==> src/rtl/imem_scrub_reader_if.sv <==
// Scrub port bundle between imem_scrub_reader and the IMEM scrub read/write path.
// master: scrubber drives read strobe/address and writeback; slave: memory side.
interface imem_scrub_reader_if;
    logic        mem_re;
    logic [31:0] mem_raddr;
    logic [31:0] mem_rdata;
    logic        s_err_in;
    logic        d_err_in;
    logic        scrub_we;
    logic [31:0] scrub_waddr;
    logic [31:0] scrub_wdata;

    modport master (
        output mem_re, mem_raddr, scrub_we, scrub_waddr, scrub_wdata,
        input  mem_rdata, s_err_in, d_err_in
    );

    modport slave (
        input  mem_re, mem_raddr, scrub_we, scrub_waddr, scrub_wdata,
        output mem_rdata, s_err_in, d_err_in
    );
endinterface

==> src/rtl/imem_scrub_reader.sv <==
// Background IMEM scrubber: walks every word at a fixed interval, writes back
// single-bit-corrected words and counts single/double ECC errors.
// Ports: clk, rst (async active-low), enable, pause, bus (scrub port, master),
//   s_count/d_count (saturating), d_err_addr, d_err_flag (sticky), pass_done.
// Build option: SCRUB_DERR_HALT_EN makes a double error park the FSM in HALT.
module imem_scrub_reader #(
    parameter int DEPTH    = 256,
    parameter int INTERVAL = 64
) (
    input  logic                clk,
    input  logic                rst,
    input  logic                enable,
    input  logic                pause,
    imem_scrub_reader_if.master bus,
    output logic [15:0]         s_count,
    output logic [15:0]         d_count,
    output logic [31:0]         d_err_addr,
    output logic                d_err_flag,
    output logic                pass_done
);
    localparam int          IW   = $clog2(DEPTH);
    localparam logic [31:0] INTV = 32'(INTERVAL - 1);

    typedef enum logic [2:0] {IDLE, WAIT, READ, CHECK, WBACK, HALT} state_e;

    state_e        state_q, state_d;
    logic [31:0]   cnt_q, cnt_d;
    logic [IW-1:0] idx_q, idx_d;
    logic          mem_re_q, mem_re_d;
    logic [31:0]   mem_raddr_q, mem_raddr_d;
    logic          scrub_we_q, scrub_we_d;
    logic [31:0]   scrub_waddr_q, scrub_waddr_d;
    logic [31:0]   scrub_wdata_q, scrub_wdata_d;
    logic [15:0]   s_count_q, s_count_d;
    logic [15:0]   d_count_q, d_count_d;
    logic [31:0]   d_err_addr_q, d_err_addr_d;
    logic          d_err_flag_q, d_err_flag_d;
    logic          pass_done_q, pass_done_d;
    logic          advance;

    always_comb begin
        state_d       = state_q;
        cnt_d         = cnt_q;
        idx_d         = idx_q;
        mem_re_d      = 1'b0;
        mem_raddr_d   = mem_raddr_q;
        scrub_we_d    = 1'b0;
        scrub_waddr_d = scrub_waddr_q;
        scrub_wdata_d = scrub_wdata_q;
        s_count_d     = s_count_q;
        d_count_d     = d_count_q;
        d_err_addr_d  = d_err_addr_q;
        d_err_flag_d  = d_err_flag_q;
        pass_done_d   = 1'b0;
        advance       = 1'b0;

        unique case (state_q)
            IDLE: begin
                if (enable) begin
                    cnt_d   = INTV;
                    state_d = WAIT;
                end
            end
            WAIT: begin
                if (!pause) begin
                    if (cnt_q == 32'd0) begin
                        // Strobe is registered, so it is raised on entry to READ.
                        state_d     = READ;
                        mem_re_d    = 1'b1;
                        mem_raddr_d = {{(30 - IW){1'b0}}, idx_q, 2'b00};
                    end else begin
                        cnt_d = cnt_q - 32'd1;
                    end
                end
            end
            READ: begin
                state_d = CHECK;
            end
            CHECK: begin
                if (bus.d_err_in) begin
                    if (d_count_q != 16'hFFFF) d_count_d = d_count_q + 16'd1;
                    d_err_addr_d = mem_raddr_q;
                    d_err_flag_d = 1'b1;
`ifdef SCRUB_DERR_HALT_EN
                    state_d = HALT;
`else
                    advance = 1'b1;
`endif
                end else if (bus.s_err_in) begin
                    if (s_count_q != 16'hFFFF) s_count_d = s_count_q + 16'd1;
                    scrub_waddr_d = mem_raddr_q;
                    scrub_wdata_d = bus.mem_rdata;
                    if (pause) begin
                        state_d = WBACK;
                    end else begin
                        scrub_we_d = 1'b1;
                        advance    = 1'b1;
                    end
                end else begin
                    advance = 1'b1;
                end
            end
            WBACK: begin
                if (!pause) begin
                    scrub_we_d = 1'b1;
                    advance    = 1'b1;
                end
            end
            HALT: begin
                state_d = HALT;
            end
            default: begin
                state_d = IDLE;
            end
        endcase

        if (advance) begin
            idx_d = idx_q + 1'b1;
            if (idx_q == IW'(DEPTH - 1)) pass_done_d = 1'b1;
            cnt_d   = INTV;
            state_d = enable ? WAIT : IDLE;
        end
    end

    always_ff @(posedge clk or negedge rst) begin
        if (!rst) begin
            state_q       <= IDLE;
            cnt_q         <= 32'd0;
            idx_q         <= '0;
            mem_re_q      <= 1'b0;
            mem_raddr_q   <= 32'd0;
            scrub_we_q    <= 1'b0;
            scrub_waddr_q <= 32'd0;
            scrub_wdata_q <= 32'd0;
            s_count_q     <= 16'd0;
            d_count_q     <= 16'd0;
            d_err_addr_q  <= 32'd0;
            d_err_flag_q  <= 1'b0;
            pass_done_q   <= 1'b0;
        end else begin
            state_q       <= state_d;
            cnt_q         <= cnt_d;
            idx_q         <= idx_d;
            mem_re_q      <= mem_re_d;
            mem_raddr_q   <= mem_raddr_d;
            scrub_we_q    <= scrub_we_d;
            scrub_waddr_q <= scrub_waddr_d;
            scrub_wdata_q <= scrub_wdata_d;
            s_count_q     <= s_count_d;
            d_count_q     <= d_count_d;
            d_err_addr_q  <= d_err_addr_d;
            d_err_flag_q  <= d_err_flag_d;
            pass_done_q   <= pass_done_d;
        end
    end

    assign bus.mem_re      = mem_re_q;
    assign bus.mem_raddr   = mem_raddr_q;
    assign bus.scrub_we    = scrub_we_q;
    assign bus.scrub_waddr = scrub_waddr_q;
    assign bus.scrub_wdata = scrub_wdata_q;
    assign s_count         = s_count_q;
    assign d_count         = d_count_q;
    assign d_err_addr      = d_err_addr_q;
    assign d_err_flag      = d_err_flag_q;
    assign pass_done       = pass_done_q;
endmodule

==> src/flat_wrapper.sv <==
// flat-port wrapper written by rule: the top's interface ports become plain ports
module imem_scrub_reader_flat 
#(
    parameter int DEPTH    = 256,
    parameter int INTERVAL = 64
)
  (clk, rst, enable, pause, s_count, d_count, d_err_addr, d_err_flag, pass_done, bus_mem_re, bus_mem_raddr, bus_scrub_we, bus_scrub_waddr, bus_scrub_wdata, bus_mem_rdata, bus_s_err_in, bus_d_err_in);
  imem_scrub_reader_if bus_i ();
  input  logic clk;
  input  logic rst;
  input  logic enable;
  input  logic pause;
  output logic [15:0] s_count;
  output logic [15:0] d_count;
  output logic [31:0] d_err_addr;
  output logic d_err_flag;
  output logic pass_done;
  output wire logic [$bits(bus_i.mem_re)-1:0] bus_mem_re;
  output wire logic [$bits(bus_i.mem_raddr)-1:0] bus_mem_raddr;
  output wire logic [$bits(bus_i.scrub_we)-1:0] bus_scrub_we;
  output wire logic [$bits(bus_i.scrub_waddr)-1:0] bus_scrub_waddr;
  output wire logic [$bits(bus_i.scrub_wdata)-1:0] bus_scrub_wdata;
  input wire logic [$bits(bus_i.mem_rdata)-1:0] bus_mem_rdata;
  input wire logic [$bits(bus_i.s_err_in)-1:0] bus_s_err_in;
  input wire logic [$bits(bus_i.d_err_in)-1:0] bus_d_err_in;
  assign bus_mem_re = bus_i.mem_re;
  assign bus_mem_raddr = bus_i.mem_raddr;
  assign bus_scrub_we = bus_i.scrub_we;
  assign bus_scrub_waddr = bus_i.scrub_waddr;
  assign bus_scrub_wdata = bus_i.scrub_wdata;
  assign bus_i.mem_rdata = bus_mem_rdata;
  assign bus_i.s_err_in = bus_s_err_in;
  assign bus_i.d_err_in = bus_d_err_in;
  imem_scrub_reader #(.DEPTH(DEPTH), .INTERVAL(INTERVAL)) u_core (.clk(clk), .rst(rst), .enable(enable), .pause(pause), .bus(bus_i), .s_count(s_count), .d_count(d_count), .d_err_addr(d_err_addr), .d_err_flag(d_err_flag), .pass_done(pass_done));
endmodule
==> config.mk <==
export PLATFORM = sky130hd
export DESIGN_NAME = imem_scrub_reader_flat
export DESIGN_NICKNAME = d
export VERILOG_FILES = /design/src/rtl/imem_scrub_reader_if.sv /design/src/rtl/imem_scrub_reader.sv /design/src/flat_wrapper.sv
export SDC_FILE = /design/constraint.sdc
export NUM_CORES = 1
export LEC_CHECK = 0
export CAP_MARGIN = 0
export CORE_AREA = 3 3 121 123
export CTS_CLUSTER_DIAMETER = 40
export DETAILED_ROUTE_END_ITERATION = 16
export DIE_AREA = 0 0 124 126
export GPL_ROUTABILITY_DRIVEN = 1
export MAX_ROUTING_LAYER = met4
export PLACE_DENSITY_LB_ADDON = 0.2
export SLEW_MARGIN = 20
export SYNTH_ARGS = -nofsm -noshare
export SYNTH_HDL_FRONTEND = slang
export SYNTH_SLANG_ARGS = --single-unit
export TNS_END_PERCENT = 30
==> constraint.sdc <==
create_clock -name clk -period 4.3 [get_ports clk]
set_input_delay 0.86 -clock clk [delete_from_list [all_inputs] [get_ports clk]]
set_output_delay 0.86 -clock clk [all_outputs]
set_load 0.005 [all_outputs]
**After elaboration in Yosys (flattened, before gate mapping)**

Cells that the tools add are included.

- Flip-flop bits (word level): 135
- Bits in latches: 0
- Memory bits (writable): 0
- Bits in read-only memories: 0
- Input bits: 38
- Output and inout port bits: 164
- Logic and storage cells: 71
- Memories kept: 0

- $add $sub $neg: 4
- $mul: 0
- Divide/modulo/power cells: 0
- Order comparisons: 0
- Eq/ne operators: 16
- Shift operators: 0
- Multiplexer cells: 26
- Bitwise logic cells: 2
- Reductions and logical operators: 10

Operators by type and width:

| kind | count |
|---|---|
| $mux W32 | 4 |
| $pmux W32 S2 | 1 |
| $add A16 B1 Y16 const B | 2 |
| $logic_not A32 Y1 | 1 |
| $ne A16 B16 Y1 const B | 2 |
| $sub A32 B1 Y32 const B | 1 |
| $mux W3 | 7 |
| $ne A3 B2 Y1 const B | 6 |
| $pmux W3 S6 | 1 |
| $mux W1 | 11 |
| $reduce_and A3 Y1 | 3 |
| $add A8 B1 Y8 const B | 1 |
| $eq A8 B8 Y1 const B | 1 |
| $reduce_and A4 Y1 | 2 |
| $reduce_and A7 Y1 | 1 |
| $eq A3 B2 Y1 const B | 2 |
| $eq A3 B3 Y1 const B | 2 |
| $pmux W1 S2 | 2 |
| $eq A3 B1 Y1 const B | 1 |
| $logic_not A3 Y1 | 1 |
| $ne A3 B1 Y1 const B | 1 |
| $reduce_bool A3 Y1 | 1 |
| $ne A2 B1 Y1 const B | 1 |
| $not A1 Y1 | 2 |
| $reduce_and A2 Y1 | 1 |

**Depth between registers and ports, before layout**

Gate-level depths: netlist of run 1.

- Depth in word-level cells: 6
- Mapped depth: 9
- Gate-level depth less buffers: 7

**Worst setup path after synthesis of run 1**

No wires, ideal clock.

- Path type: input port to flip-flop
- Start: input port pause
- End: register u_core.cnt_q[25]
- Setup time: 78 ps
- Data arrival time: 2655 ps
- Data required time: 4222 ps
- Slack: 1567 ps
- Stages on the path: 6
- Cell sequence: buf_2 > nand2b_1 > a21boi_1 > o2111ai_1 > or4b_2 > a21oi_1

- Cells in the longest elaborated chain, start to end: 6

Ends and longest elaborated chain:

| item | line | source |
|---|---|---|
| start, declared | flat_wrapper.sv:12 | `input logic pause;` |
| $mux W1 | imem_scrub_reader.sv:93, imem_scrub_reader.sv:104 |  |
| $mux W1 | imem_scrub_reader.sv:89 | `end else if (bus.s_err_in) begin` |
| $mux W1 | imem_scrub_reader.sv:80 | `if (bus.d_err_in) begin` |
| $pmux W1 S2 | imem_scrub_reader.sv:57 | `unique case (state_q)` |
| $ne A3 B2 Y1 (no source line) / $reduce_bool A3 Y1 (equally long branches) | n/a |  |
| $reduce_and A4 Y1 (no source line) | n/a |  |
| end signal, assigned | imem_scrub_reader.sv:142 | `cnt_q <= cnt_d;` |
| end, declared | imem_scrub_reader.sv:27 | `logic [31:0] cnt_q, cnt_d;` |

Several ways; a longest one is shown, not always the timed one.
A chain may end at the register's enable or synchronous reset.

**Worst setup path after layout of run 1**

- Start: register u_core.cnt_q[24]
- End: register u_core.cnt_q[9]

- Cells in the longest elaborated chain, start to end: 3

Ends and longest elaborated chain:

| item | line | source |
|---|---|---|
| $logic_not A32 Y1 | imem_scrub_reader.sv:66 | `if (cnt_q == 32'd0) begin` |
| $ne A3 B2 Y1 (no source line) | n/a |  |
| $reduce_and A4 Y1 (no source line) | n/a |  |

Every way passes these cells.

==> impl_metrics.toml, run 1 <==
[clock_network]
cts-root-buf = "clkbuf_16"
cts_setup_buffers = 0
cts_resized = 0
cts_max_level = 4
cts_buffer_depth = 2
path_clk_slew_ns = 0.06
numCtsBuffers = 17
cts.sink_count = 135
postCtsHoldBufs = 0
cts_tree = "built"
insertion_delay_ns = 0.41

[timing]
timing.fmax_ghz = 0.2997
setup_viol = 0
finClkSkew_ns = 0.01307
tightestPinTransition_ns = 1.027
fin_setup_tns_ns = 0
grt_setup_unrepaired = "false"
final-max-slew-violation-count = 0
period_minus_slack_ns = 3.337
maxSlewHeadroom = 0.3102
fin_crit_sh = 0.7760
setup_ws_ns = 0.9633
finalHoldViolCount = 0

[finish]
fin_nets = 864
fillCellCount = 1111
syn_to_final_growth_pct = 26.17
drive_above_1_share = 0.08623
fin_area_um2 = 8534
antenna_cells = 0
final_util = 0.6196

[power_and_ir_drop]
power_mw = 2.975
leakage_nw = 3.939
vdd_drop_max_mv = 0.2791
power_density_nw_per_um2 = 348.5

[critical_path]
cp.arrival_ns = 3.62
rrSetupSlack_ns = 0.96
required_ns = 4.58
start_kind = "flop"
cp_max_fo = 23
path_cells = "or4_4 -> or4_1 -> nor4_4 -> buf_4 -> nor4_1 -> mux2i_1"
max_stage_delay_ns = 0.96
cp_slowest_cell = "nor4_4"
path_class = "flop to flop"
crit_family = "simple AND/OR/NAND/NOR gates"
cp-end-kind = "flop"
path_buf_inv = 1

[placed_design]
dp_hpwl_mm = 10.88
dp_slack_ns = 0.6531
place.gp.congestion = 0.8657
port_buffers = 129
place_area_um2 = 7955

[yosys]
synth_cell_type_count = 60
synth_area_per_cell_um2 = 9.789
synth_warnings = 0
synthFlopType = "dfrtp_1"
synth_edf_count = 0
synth-seq-cells = 135
netlist_instances = 691
seq_area_frac_synth = 0.4994
synthArstFlopShare = 1.000
synth.cell_area_um2 = 6764

[global_route]
grt_first_pass_wirelength_mm = 24.83
grt_usage = 0.2042
grt_max_degree = 64
grt_overflow_total = 0
antenna_found_initial = 0
grt_pass1_vias = 4854

[drt]
viasPerCell = 5.219
drtPass1Iterations = 4
drc = 0
ant_nets = 0
totalWireLength_mm = 15.28
drt_first_iter_violations = 361
vias = 5297
post_drt_wl_per_cell_um = 15.06

[floorplanning]
rows = 43
start_util = 0.4911
die_h_um = 126
core_um2 = 13770
dieArea_um2 = 15620
io_pins = 202
fp.dieW_um = 124

[outcome]
outcome = "completed"

[run]
maxCapViolations = 0

[min_path]
min_path_type = "flop to flop"
-- cell type report --
type	count	area [um^2]	area share
Inverter	7	26.28	0.003079
Tap cell	180	225.2	0.02639
Sequential cell	135	3378	0.3958
Clock inverter	14	138.9	0.01627
Timing Repair Buffer	139	1364	0.1598
Multi-Input combinational cell	522	2963	0.3472
Clock buffer	18	439.2	0.05146
-- placed cells by master (no fill, tap or decap), drive strengths merged, types with 12 or more instances in the layout --
master         count
a21oi             25
clkbuf            18
clkdlybuf4s50    128
conb              72
dfrtp            135
inv               12
mux2              19
nand2            152
nand4             15
nor2              24
nor3              14
o21ai             17
o31ai             21
or3               14
or4               18
xnor2             26
-- flip-flops by register name, summed over array words and instances, names as in the netlist, 8 cells and up --
signal                  flops
u_core.bus.scrub_wdata     32
u_core.cnt_q               32
u_core.d_count             16
u_core.s_count             16
u_core.bus.mem_raddr        8
u_core.bus.scrub_waddr      8
u_core.d_err_addr           8
u_core.idx_q                8
-- per-stage QoR --
step           instances  hold WS [ns]
2_1_floorplan        762        0.4594
3_3_place_gp         983        0.4513
3_5_place_dp         983        0.4575
4_1_cts             1015        0.4702
5_1_grt             1015        0.5007
6_report            1015        0.4653
-- synth_stat cells (4+ instances only) --
master,n,area share
a31oi_1,8,0.0074
inv_1,7,0.0039
nand4_1,15,0.014
a21oi_1,24,0.018
clkbuf_1,17,0.0094
buf_4,73,0.081
buf_2,6,0.0044
nor2_1,24,0.013
xor2_1,10,0.013
dfrtp_1,135,0.50
o31ai_1,21,0.023
or4_1,17,0.019
nand2_1,151,0.084
nand3_1,11,0.0081
mux2_2,19,0.032
nor3_1,14,0.010
nor2b_1,4,0.0037
or3_1,14,0.013
o21ai_0,15,0.011
nor4_1,8,0.0074
xnor2_1,26,0.034
ha_1,4,0.0074
nand2b_1,8,0.0074
-- path summary, 6_finish.rpt --
path,from,end,cells after the start
min in group asynchronous,rst,u_core.s_count[9],1
max reg2reg,u_core.cnt_q[24],u_core.cnt_q[9],6
max in group asynchronous,rst,u_core.bus.scrub_waddr[9],2
max,u_core.cnt_q[24],u_core.cnt_q[9],6
min reg2reg,u_core.d_err_flag,u_core.d_err_flag,1
min,u_core.d_err_flag,u_core.d_err_flag,1
-- power by group --
part / switching (mW) / total (mW) / internal (mW)
combinational: 0.114 / 0.214 / 0.100
clock: 0.578 / 1.40 / 0.824
sequential: 0.0498 / 1.36 / 1.31
-- cells by family after synthesis --
family          after synthesis  synth area share
compound gates               93           0.08898
xor+xnor                     36           0.04661
fa+ha+maj                     4          0.007399
buf+inv                     105            0.1021
flops                       135            0.4994
mux                          21           0.03459
other cells                   1         0.0005544
simple gates                296            0.2203
-- worst reg2reg max path, stage by stage (launching register included) --
cell	delay, ns
dfrtp_1	0.46
or4_4	0.54
or4_1	0.68
nor4_4	0.96
buf_4	0.33
nor4_1	0.08
mux2i_1	0.16
-- routing by layer --
metal / vias to the layer above / GRT usage / wire [um]
li1: 2541 / - / -
met1: 2575 / 0.2639 / 6549
met2: 164 / 0.3299 / 7678
met3: 17 / 0.04311 / 874
met4: 0 / 0.05090 / 180
met5: - / - / 0
Power figures use the tool's default switching activity.
==> run 2, diff against run 1 <==
Settings changed: CORE_AREA 3 3 121 123 to 3 3 130 132, DIE_AREA 0 0 124 126 to 0 0 133 135.
Clock period 4.3 ns to 2.9 ns, I/O delays scaled along.
==> run 2 against run 1 <==
Worst setup slack worse by 0.79 ns. Highest routed layer unchanged. Cell area is 2.8% higher. Sequential power is 48% higher. Global-route usage is 1.9 points lower. Hold slack worse by 0.28 ns. Total power is 54% higher. Fmax is 22% higher. Critical path depth stayed put.
==> impl_metrics.toml, run 2 (same netlist as run 1, synthesis figures left out) <==
[global_route]
grt_usage = 0.1848
grt_pass1_vias = 5119
use_met2 = 0.2988
grt_max_degree = 108
top_usage_layer = "met2"
use_met3 = 0.04844
grt_overflow_total = 0
antenna_found_initial = 0
use_met1 = 0.2322
grt_first_pass_wirelength_mm = 26.18

[placed_design]
dp_hpwl_mm = 11.58
dp_cells = 1038
place_area_um2 = 8155
place.gp.congestion = 0.8460
dp_slack_ns = 0.003572
port_buffers = 129

[drt]
totalWireLength_mm = 15.99
viasPerCell = 4.986
drt_first_iter_violations = 372
ant_nets = 0
drtPass1Iterations = 4
post_drt_wl_per_cell_um = 14.95
vias = 5335
drc = 0

[critical_path]
cp_max_fo = 14
path_class = "flop to flop"
rr_startpoint = "u_core.cnt_q[26]"
cp-end-kind = "flop"
start_kind = "flop"
crit_path_start = "u_core.cnt_q[26]"
cp.arrival_ns = 3.02
required_ns = 3.19

[clock_network]
cts-root-buf = "clkbuf_16"
numCtsBuffers = 17
cts_max_level = 4
cts_buffer_depth = 2
cts_tree = "built"
cts.sink_count = 135
path_clk_slew_ns = 0.06
insertion_delay_ns = 0.42
cts_setup_buffers = 0

[floorplanning]
die_h_um = 135
dieArea_um2 = 17960
start_util = 0.4274
fp.dieW_um = 133
io_pins = 202
core_um2 = 15830
rows = 46

[timing]
grt_setup_unrepaired = "false"
finClkSkew_ns = 0.008187
setup_viol = 0
fin_crit_sh = 0.9407
finalHoldViolCount = 0
tightestPinTransition_ns = 0.8316
maxSlewHeadroom = 0.4444
holdWs_ns = 0.1823
final-max-slew-violation-count = 0
fin_setup_tns_ns = 0
setup_ws_ns = 0.1720
period_minus_slack_ns = 2.728
timing.fmax_ghz = 0.3666

[finish]
syn_to_final_growth_pct = 29.73
final_cell_mix = "151 x nand2_1, 135 x dfrtp_1, 128 x clkdlybuf4s50_1, 72 x conb_1, 29 x buf_4"
fillCellCount = 1384
drive_above_1_share = 0.1089
fin_nets = 883
antenna_cells = 0
final_cells = 1070
fin_area_um2 = 8775
mostFrequentLayoutCell = "nand2_1"
final_util = 0.5544

[outcome]
outcome = "completed"

[power_and_ir_drop]
power_mw = 4.572
leakage_nw = 4.061
power_density_nw_per_um2 = 521.1
vdd_drop_max_mv = 0.4362

[run]
maxCapViolations = 0

[min_path]
min_path_type = "primary input to asynchronous set/reset pin"
==> run 2: power breakdown <==
| group | internal, mW | switching, mW | total (mW) |
|---|---|---|---|
| clock | 1.38 | 0.840 | 2.22 |
| combinational | 0.162 | 0.179 | 0.342 |
| sequential | 1.94 | 0.0709 | 2.01 |
| total | 3.48 | 1.09 | 4.57 |
==> run 2: metal layers <==
layer | up-vias | wire length (um) | part of all wire
met5 | - | 0 | 0
met4 | 0 | 150 | 0.0094
met3 | 13 | 787 | 0.049
met2 | 145 | 8059 | 0.50
met1 | 2604 | 6996 | 0.44
li1 | 2573 | - | -
==> run 2: what timing repair did <==
action                     in CTS  in global routing
setup endpoints to repair       0                 10
resized for setup               0                  2
hold buffers                    0                  0
==> run 2: worst paths after layout <==
check / to / slack [ns] / cells past startpoint
min: u_core.s_count[12] / 0.18 / 2
max: u_core.cnt_q[7] / 0.17 / 6
max in group asynchronous: u_core.bus.scrub_wdata[26] / 2.25 / 2
max reg2reg: u_core.cnt_q[7] / 0.17 / 6
min reg2reg: u_core.bus.scrub_wdata[14] / 0.48 / 2
min in group clk: u_core.bus.scrub_wdata[14] / 0.48 / 2
==> run 2: layout make-up <==
class,count,area (um^2),share of cell area
Sequential cell,135,3378,0.3850
Multi-Input combinational cell,522,2970,0.3385
Timing Repair Buffer,158,1519,0.1731
Clock buffer,18,439.2,0.05005
Tap cell,216,270.3,0.03080
Clock inverter,14,171.4,0.01954
Inverter,7,26.28,0.002994
==> run 2: critical path, stage by stage, from the launching register on <==
cell and delay [ns]:
dfrtp_1 0.40, or4_4 0.57, or4_1 0.67, nor4_4 0.41
buf_4 0.26, or3_4 0.20, o21ai_0 0.09
==> run 3, diff against run 2 <==
Settings changed: ABC_CLOCK_PERIOD_IN_PS set to 2900, CORE_AREA 3 3 130 132 to 3 3 121 123, DIE_AREA 0 0 133 135 to 0 0 124 126, DONT_BUFFER_PORTS set to 1.
==> run 3 against run 2 <==
Clock power is 9.5% higher. Register-to-register slack hardly changed. The flow now finishes with violations (hold timing). Clock skew is 0.0052 ns higher. Fmax is 0.45% higher. Flip-flop and latch count stayed put. Count of clock-buffer cells in the layout is 4 higher. Critical path depth is 1 lower. Routed wire length is 6.1% lower. Combinational power is 40% lower. Worst setup slack better by 0.012 ns. Non-clock buffer count is 137 lower. Via count is 8.4% lower.
==> impl_metrics.toml, run 3 (same netlist as run 1, synthesis figures left out) <==
[outcome]
outcome = "finished with violations"
violations = "hold timing"

[timing]
setup_ws_ns = 0.1844
period_minus_slack_ns = 2.716
timing.fmax_ghz = 0.3682
tightestPinTransition_ns = 0.9017
grt_setup_unrepaired = "false"
fin_setup_tns_ns = 0
holdWs_ns = -0.1548
final-max-slew-violation-count = 0
setup_viol = 0
finalHoldViolCount = 135
fin_crit_sh = 0.9364
maxSlewHeadroom = 0.3904
finClkSkew_ns = 0.01335

[drt]
drc = 0
drt_first_iter_violations = 457
vias = 4887
ant_nets = 0
post_drt_wl_per_cell_um = 16.74
totalWireLength_mm = 15.02
viasPerCell = 5.448
drtPass1Iterations = 4

[floorplanning]
start_util = 0.4911
dieArea_um2 = 15620
io_pins = 202
rows = 43
die_h_um = 126
core_um2 = 13770
fp.dieW_um = 124

[critical_path]
path_class = "flop to flop"
cp.arrival_ns = 2.97
start_kind = "flop"
max_stage_delay_ns = 0.68
cp_slowest_cell = "or4_1"
crit_family = "simple AND/OR/NAND/NOR gates"
required_ns = 3.15
cp_max_fo = 8
cp-end-kind = "flop"
path_depth = 5
cp_common_cell = "or4_4"
path_cells = "or4_4 -> or4_1 -> or4_4 -> a21oi_1 -> a41oi_1"
path_buf_inv = 0
r2r_cells = 5

[finish]
drive_above_1_share = 0.1158
fillCellCount = 1217
final_cell_mix = "151 x nand2_1, 135 x dfrtp_1, 72 x conb_1, 26 x xnor2_1"
mostFrequentLayoutCell = "nand2_1"
final_cells = 897
syn_to_final_growth_pct = 9.859
fin_nets = 746
final_util = 0.5395
antenna_cells = 0

[power_and_ir_drop]
power_density_nw_per_um2 = 625.8
vdd_drop_max_mv = 0.4317
pwr-share-comb = 0.044
p_int_mw = 3.644
clockPowerShare = 0.522
sw_frac_of_total = 0.2163
leakage_nw = 3.587
switchingPower_mw = 1.006
pwr-share-seq = 0.434

[clock_network]
numCtsBuffers = 17
cts_max_level = 4
cts_setup_buffers = 0
insertion_delay_ns = 0.43
cts-root-buf = "clkbuf_16"
path_clk_slew_ns = 0.06
cts_buffer_depth = 2
cts.sink_count = 135
cts_tree = "built"

[global_route]
grt_overflow_total = 0
grt_pass1_vias = 4613
antenna_found_initial = 0
grt_max_degree = 136
grt_first_pass_wirelength_mm = 23.43
grt_usage = 0.1946

[run]
maxCapViolations = 0

[min_path]
min_path_type = "primary input to asynchronous set/reset pin"

[placed_design]
dp_hpwl_mm = 10.42
place.gp.congestion = 0.8184
dp_cells = 865
dp_slack_ns = 0.09907
port_buffers = 0
-- run 3: cell types whose count changed in the layout (fill, tap and decap cells not counted), sizes merged --
cell,before,now
buf,30,21
bufinv,3,5
clkbuf,18,22
clkdlybuf4s50,128,0
clkinv,5,3
clkinvlp,3,1
inv,10,8
-- run 3: worst reg2reg max path, cell delays in order, from the launching register on --
cell     delay, ns
dfrtp_1       0.45
or4_4         0.54
or4_1         0.68
or4_4         0.65
a21oi_1       0.17
a41oi_1       0.05
-- run 3: what timing repair did --
item                                    CTS  global route
gates resized for setup                   0             2
endpoints found under the setup margin    0            11
hold endpoints to repair                135           135
-- run 3: per-layer routing --
| metal | vias up | share of wire | wire, um | GRT usage |
|---|---|---|---|---|
| met1 | 2380 | 0.42 | 6351 | 0.2477 |
| met3 | 24 | 0.070 | 1052 | 0.05613 |
| met5 | - | 0 | 0 | - |
| li1 | 2300 | - | - | - |
| met2 | 183 | 0.49 | 7340 | 0.2975 |
| met4 | 0 | 0.018 | 272 | 0.06830 |
-- run 3: metrics by stage --
step / total power [mW] / cell area, um^2 / hold WS [ns]
after CTS: 4.682 / 7422 / -0.1638
after global routing: 4.815 / 7431 / -0.1693
after global placement: 2.236 / 6749 / 0.2871
after detailed placement: 2.247 / 6749 / 0.2873
after floorplan: 2.255 / 7030 / 0.2844
final: 4.650 / 7431 / -0.1548
-- run 3: power by group through the flow --
| stage | clock (mW) | combinational (mW) | sequential [mW] |
|---|---|---|---|
| global route | 2.56 | 0.234 | 2.02 |
| global placement | 0 | 0.192 | 2.04 |
| CTS | 2.47 | 0.200 | 2.01 |
| detailed placement | 0 | 0.201 | 2.05 |
| finish | 2.43 | 0.204 | 2.02 |
| floorplan | 0 | 0.225 | 2.03 |
-- run 3: final cells by class --
cell class                      instances  area, um^2  share of cell area
Timing Repair Buffer                   21       157.7             0.02122
Tap cell                              180       225.2             0.03031
Clock buffer                           22       484.2             0.06516
Clock inverter                         10       188.9             0.02543
Sequential cell                       135        3378              0.4546
Inverter                                7       26.28            0.003536
Multi-Input combinational cell        522        2970              0.3997
-- run 3: worst paths after layout --
path	to	slack, ns	from
max	u_core.cnt_q[1]	0.18	u_core.cnt_q[24]
min	u_core.s_count[2]	-0.15	rst
max reg2reg	u_core.cnt_q[1]	0.18	u_core.cnt_q[24]
min reg2reg	u_core.bus.scrub_wdata[27]	0.50	u_core.bus.scrub_wdata[27]
max in group asynchronous	u_core.bus.scrub_waddr[2]	2.88	rst
min in group clk	u_core.bus.scrub_we	0.21	pause
